`config.mk`:
```
export PLATFORM = sky130hd
export DESIGN_NAME = ts_win_ctrl
export DESIGN_NICKNAME = d
export VERILOG_FILES = /design/src/rtl/ts_win_ctrl.sv
export SDC_FILE = /design/constraint.sdc
export NUM_CORES = 1
export LEC_CHECK = 0
export ABC_CLOCK_PERIOD_IN_PS = 7990
export CAP_MARGIN = 20
export CORE_MARGIN = 10
export CORE_UTILIZATION = 46
export DETAILED_ROUTE_END_ITERATION = 10
export MAX_ROUTING_LAYER = met4
export PLACE_DENSITY = 0.68
export SLEW_MARGIN = 20
export SYNTH_ARGS = -nofsm -noshare
export SYNTH_HDL_FRONTEND = slang
export SYNTH_SLANG_ARGS = --single-unit
```
`constraint.sdc`:
```
create_clock -name clk -period 7.99 [get_ports clk]
set_clock_uncertainty 0.2 [all_clocks]
set_input_delay 1.1985 -clock clk [delete_from_list [all_inputs] [get_ports clk]]
set_output_delay 1.1985 -clock clk [all_outputs]
set_load 0.1 [all_outputs]
```
`src/rtl/ts_win_ctrl.sv`:
```
// ts_win_ctrl: frame timeslot window scheduler for the bit-to-byte packer.
module ts_win_ctrl (
   input  logic        clk,
   input  logic        reset_n,
   input  logic        frame_start,
   input  logic        cfg_ts0_en,
   input  logic        cfg_ts1_en,
   input  logic [15:0] cfg_ts0_len,
   input  logic [15:0] cfg_ts1_len,
   input  logic        ldpc_en_out,
   output logic        ts0_win,
   output logic        ts1_win,
   output logic [15:0] byte_cnt,
   output logic        busy,
   output logic        frame_done,
   output logic        ovf_err
);
   typedef enum logic [1:0] {IDLE, TS0, TS1, DONE} state_t;
   state_t state;
   logic [18:0] bit_cnt;
   logic sh0_en, sh1_en;
   logic [15:0] sh0_len, sh1_len, cur_len;
   logic cfg0_act, cfg1_act, ts0_act, ts1_act, last_bit;
   assign cfg0_act = cfg_ts0_en && |cfg_ts0_len;
   assign cfg1_act = cfg_ts1_en && |cfg_ts1_len;
   assign ts0_act = sh0_en && |sh0_len;
   assign ts1_act = sh1_en && |sh1_len;
   assign cur_len = state == TS1 ? sh1_len : sh0_len;
   // last bit of a slot sits at len*8-1, so windows always close on a byte boundary
   assign last_bit = ldpc_en_out && bit_cnt == {cur_len - 16'd1, 3'b111};
   assign ts0_win = state == TS0;
   assign ts1_win = state == TS1;
   assign busy = state != IDLE;
   assign frame_done = state == DONE;
   assign byte_cnt = bit_cnt[18:3];
   always_ff @(posedge clk) begin
      if (!reset_n) begin
         state <= IDLE;
         bit_cnt <= '0;
         sh0_en <= 1'b0;
         sh1_en <= 1'b0;
         sh0_len <= '0;
         sh1_len <= '0;
         ovf_err <= 1'b0;
      end else begin
         ovf_err <= ldpc_en_out && (state == IDLE || state == DONE);
         case (state)
            IDLE: begin
               bit_cnt <= '0;
               if (frame_start) begin
                  sh0_en <= cfg_ts0_en;
                  sh1_en <= cfg_ts1_en;
                  sh0_len <= cfg_ts0_len;
                  sh1_len <= cfg_ts1_len;
                  state <= cfg0_act ? TS0 : cfg1_act ? TS1 : DONE;
               end
            end
            TS0: begin
               if (last_bit || !ts0_act) begin
                  bit_cnt <= '0;
                  state <= ts1_act ? TS1 : DONE;
               end else if (ldpc_en_out) bit_cnt <= bit_cnt + 19'd1;
            end
            TS1: begin
               if (last_bit || !ts1_act) begin
                  bit_cnt <= '0;
                  state <= DONE;
               end else if (ldpc_en_out) bit_cnt <= bit_cnt + 19'd1;
            end
            default: begin
               bit_cnt <= '0;
               state <= IDLE;
            end
         endcase
      end
   end
endmodule

```
# Yosys cells after proc, flatten, opt, wreduce, memory -nomap -nowiden
# Cells that the tools add are included.
[classes] shift=0 eq_ne=7 add_sub_neg=2 order_cmp=0 mul=0 n_mux=12 div_mod_pow=0 n_bitwise=0 n_reduce_logical=19
[op_table] op="$reduce_or 16->1" count=4
[op_table] op="$mux 19" count=3
[op_table] op="$pmux 19 s2" count=1
[op_table] op="$add 19x1->19 const B" count=1
[op_table] op="$eq 19x19->1" count=1
[op_table] op="$mux 16" count=1
[op_table] op="$sub 16x1->16 const B" count=1
[op_table] op="$mux 2" count=4
[op_table] op="$logic_and 1x1->1" count=6
[op_table] op="$pmux 2 s3" count=1
[op_table] op="$eq 2x2->1 const B" count=2
[op_table] op="$ne 2x1->1 const B" count=2
[op_table] op="$logic_or 1x1->1" count=3
[op_table] op="$reduce_and 3->1" count=1
[op_table] op="$eq 2x1->1 const B" count=1
[op_table] op="$logic_not 1->1" count=2
[op_table] op="$logic_not 2->1" count=1
[op_table] op="$mux 1" count=2
[op_table] op="$ne 2x2->1 const B" count=1
[op_table] op="$reduce_and 2->1" count=1
[op_table] op="$reduce_bool 2->1" count=1
[totals] rom_bits=0 input_bits=38 output_inout_bits=21 word_cells=47 regBits=56 ramBits=0 memories=0 latchBits=0

# Longest topological paths before layout
[logic_depth] ltp_word=8 ltp_mapped=15

# Worst setup path after synthesis
# No wires, ideal clock.
[synth_path] path_type="reg-to-reg" startpoint="reg state[0]" endpoint="reg bit_cnt[10]" path_stages_with_launch=16 required_time_ns=7.675 slack_ns=3.687 path_buffers=3 t_arrival_ns=3.988 setup_time_ns=0.115 synth_period_minus_slack_ns=4.303 path_cell_list="dfxtp_1 inv_1 ha_1 buf_6 buf_12 mux2i_1 ha_1 nand4bb_1 or4_4 a32o_1 a211oi_2 xor2_1 nand4_1 o2111ai_4 buf_8 nor2_2"
[synth_between] elab_chain_len=8 elab_cells_between_ends=11 cone_classes="1 x add/sub; 3 x eq/ne; 4 x mux; 3 x reduce/logical"
[synth_lines] item="from (decl)" line="19" rtl="state_t state;"
[synth_lines] item="from (signal assigned)" line="55" rtl="state <= cfg0_act ? TS0 : cfg1_act ? TS1 : DONE;"
[synth_lines] item="from (signal assigned)" line="61" rtl="state <= ts1_act ? TS1 : DONE;"
[synth_lines] item="$eq 2x2->1 *"
[synth_lines] item="named net ts1_win" line="12" rtl="output logic ts1_win,"
[synth_lines] item="$mux 16" line="28" rtl="assign cur_len = state == TS1 ? sh1_len : sh0_len;"
[synth_lines] item="$sub 16x1->16" line="30" rtl="assign last_bit = ldpc_en_out && bit_cnt == {cur_len - 16'd1, 3'b111};"
[synth_lines] item="$eq 19x19->1" line="30"
[synth_lines] item="$logic_and 1x1->1" line="30"
[synth_lines] item="$logic_or 1x1->1 (on tied branches)" line="65, 59"
[synth_lines] item="$mux 19 (on tied branches)" line="65, 59"
[synth_lines] item="$pmux 19 s2 *" line="47" rtl="case (state)"
[synth_lines] item="to (signal assigned)" line="62" rtl="end else if (ldpc_en_out) bit_cnt <= bit_cnt + 19'd1;"
[synth_lines] item="to (signal assigned)" line="68" rtl="end else if (ldpc_en_out) bit_cnt <= bit_cnt + 19'd1;"
[synth_lines] item="to (decl)" line="20" rtl="logic [18:0] bit_cnt;"
# The timed path passes the listed nets; every way through them passes the cells marked *.
# A chain may end at the register's enable or synchronous reset.

# Final worst setup path
[layout_path] startpoint="reg state[0]" endpoint="out ts1_win"
[layout_between] elab_chain_len=1
[layout_lines] item="$eq 2x2->1" line="32" rtl="assign ts1_win = state == TS1;"
[layout_lines] item="to (decl)" line="12"
# Every way passes these cells.

==> summary.md <==
| Metric | Value |
|---|---|
| Status | `finished clean` |
| Syn_nets | `470` |
| GR Util met3 | `3.27%` |
| Drt wl/cell | `16.4 um` |
| Die area | `0.0118 mm^2` |
| Hold_ws | `0.274 ns` |
| # DRC | `0` |
| FFs w/ async S/R, synth | `0%` |
| TritonCTS clock tree | `yes` |
| Area Growth Syn to Fin | `14.6%` |
| Clock sink total | `56` |
| Worst path cell trace | `inv_1 -> ha_1 -> buf_4 -> clkdlybuf4s50_1` |
| Crit. End Element | `output port` |
| HPWL after DPL | `7140 um` |
| Initial Util | `47.0%` |
| Buffer and inverter count on the worst path | `3` |
| Leak | `1.38 nW` |
| Vias in the first global route | `3,020` |
| Die H | `108 um` |
| Cts hold-fix bufs | `0` |
| Post-synth top area share | `31.2%` |
| # setup viols final | `0` |
| Worst setup SP type | `flip-flop` |
| CTS max path bufs | `2` |
| Gr busiest metal | `met2` |
| Initial antenna violation count | `0` |
| Met2 Use GR | `24.9%` |
| Slew HR | `34.5%` |
| Yosys cell types | `61` |
| Largest net degree at the start of global routing | `40` |
| Clk_lat worst skew | `0.32 ns` |
| Critical path's largest stage delay | `roughly 1.2 ns` |
| Share of layout cells above drive strength 1 | `8.10%` |
| Worst EP required | `6.59 ns` |
| Vias per inst | `5.49` |
| Fin. Hold Viols | `0` |
| CTS root buffer | `clkbuf_8` |
| Syn Inst Count | `426` |
| Starting DRC count in detailed routing | `160` |
| Slowest stage cell, crit path | `clkdlybuf4s50_1` |
| Top_reg_cell synth | `dfxtp_1` |
| Core region area | `0.00765 mm^2` |
| Maximum clock rate | `around 240 MHz` |
| Synth Warn # | `0` |
| Final Cycle Share | `51.1%` |
| Drt total wl | `9180 um` |
| Die span in x | `108 um` |
| GRT Resource Usage Total | `16.2%` |
| IO buf count | `58` |
| Post-synth EDFFs | `0` |
| Worst Max-Slew Pin Slew | `approximately 0.98 ns` |
| # rows | `32` |
| Layout Nets | `500` |
| Yosys top cell by area | `dfxtp_1` |
| Post-layout min period | `4.08 ns` |
| Post-synthesis register bit count | `56` |
| HP Class | `flip-flop to flip-flop` |
| Worst Path Arrival | `2.69 ns` |
| Routed vias | `3,069` |
| Post-CTS sizing | `0` |
| Seq/Total Area, Yosys | `31.2%` |
| Peak supply drop | `136 uV` |
| Slew Limit Fails | `0` |
| Layout fillers | `756` |
| Antenna Cells | `0` |
| Synth area leaders | `dfxtp_1, nand2_1, a21boi_0, xor2_1, xnor2_1` |
| CTS clk-pin slew, worst paths | `0.10 ns` |
| Num CTS Buffers | `5` |
| Post-CTS Setup Inserts | `0` |
| Remaining antenna violation count | `0` |
| Max Cap Viol | `0` |
| Routability-driven placement congestion ratio | `0.914` |
| Syn Std Cell Area | `0.00360 mm^2` |
| CP Max Fanout | `38` |
| First-pass GRT wire length | `roughly 15,000 um` |
| TritonRoute pass-1 iters | `5` |
| Total grt overflow | `0` |
| Setup TNS | `0 ns` |
| Max H-tree Level | `2` |
| Pwr/cell area | `about 280 mW/mm^2` |
| Crit-path leading delay family | `buffers and inverters` |
| Ports | `59` |
| GR Layer Usage met1 | `20.9%` |
| Mapped Avg Cell Area | `8.44 um^2` |
| RSZ-0062 raised after global routing | `no` |
| WS Path Type | `flip-flop to output port` |
==> cells by family (layout without fill, tap and decap cells) <==
group / Yosys count / after routing / synth area share, %
muxes: 18 / 18 / 5.11
xor gates and xnor gates: 41 / 41 / 10.4
DFF: 56 / 56 / 31.2
adders and majority gates: 6 / 6 / 2.09
and+or+nand+nor: 192 / 192 / 27.2
AOI/OAI and AO/OA: 70 / 70 / 15.3
buffers and inverters: 43 / 74 / 8.76
==> placed cells by master, fill, tap and decap left out, types with 3 or more instances in the layout <==
cell              n
nand3_1          15
a21oi_1           5
nand4_1           6
dfxtp_1          56
and3_1            4
nor2_2           10
a21boi_0         34
nor4b_1           6
nor4_1           15
xnor2_1          19
o211ai_1          4
o22ai_1           3
nand2_1          81
nor3_1           16
o21ai_0           5
nor2_1           19
clkdlybuf4s50_1  58
ha_1              6
xor2_1           20
mux2i_1          15
clkbuf_8          5
inv_1             5
==> tightest hold or removal path, delay by kind of cell, from the launching register on <==
kind / cells / cell delay (ns)
AO/OA/AOI/OAI: 1 / 0.07
AND/OR/NAND/NOR: 1 / 0.05
flip-flops: 1 / 0.32
==> power by group <==
part	internal, mW	switching [mW]	total (mW)	leakage, nW
clock	0.0631	0.0998	0.163	0.0485
combinational	0.239	0.386	0.626	0.877
sequential	0.313	0.0461	0.360	0.456
==> area by class of cell <==
cell class              instances  area (um^2)  share of cell area [%]
clock buffers                   5         68.8                    1.67
inverters                       6         22.5                   0.546
repair buffers                 60          596                    14.4
clock inverters                 3         22.5                   0.546
well taps                     102          128                    3.10
flip-flops and latches         56         1120                    27.2
multi-input cells             327         2160                    52.5
==> per-stage QoR <==
stage / power (mW) / setup slack (ns) / util [%] / area [um^2] / instances
after detailed placement: 0.988 / 4.15 / 52.7 / 4030 / 551
after CTS: 1.15 / 3.89 / 53.9 / 4120 / 559
after global routing: 1.23 / 3.75 / 53.9 / 4120 / 559
after global placement: 0.982 / 4.23 / 52.7 / 4030 / 551
final: 1.15 / 3.91 / 53.9 / 4120 / 559
after floorplan: 0.874 / 3.69 / - / 3600 / 426
==> cell usage after synthesis (2+ instances only) <==
cell type,n
xnor2_2,2
nand3b_1,2
o32ai_1,2
buf_6,2
nor3b_2,2
nor4b_1,6
and2_1,2
o21ai_0,5
nor3b_1,2
clkbuf_1,13
xor2_1,20
nor2_2,10
inv_1,5
nand2_1,82
xnor2_1,19
ha_1,6
o21ai_1,2
mux2i_1,15
buf_12,2
nor2b_1,2
o22ai_1,3
nor4_1,15
nand3_1,15
and3_1,4
o211ai_1,4
dfxtp_1,56
buf_4,17
and3b_1,2
nor3_1,16
mux2_1,2
a21boi_0,34
nor2_1,19
nand4_1,6
a21oi_1,5
==> state kept, by name (all words and copies together), names as in the netlist <==
signal / flops
bit_cnt: 19
ovf_err: 1
sh0_en: 1
sh0_len: 16
sh1_en: 1
sh1_len: 16
state: 2
==> metal layers <==
layer  wire (um)  vias to the layer above
li1            -                     1540
met1        4340                     1415
met2        4110                      102
met3         546                       12
met4         183                        0
met5           0                        -
==> worst paths after layout <==
path,startpoint,endpoint,slack (ns),cells past startpoint
max,state[0]$_SDFFE_PN0P_,ts1_win,3.91,4
min,sh1_en$_SDFFE_PN0P_,sh1_en$_SDFFE_PN0P_,0.27,2
max reg2reg,state[0]$_SDFFE_PN0P_,bit_cnt[18]$_SDFF_PN0_,4.21,10
min reg2reg,sh1_en$_SDFFE_PN0P_,sh1_en$_SDFFE_PN0P_,0.27,2
Power figures use the tool's default switching activity.
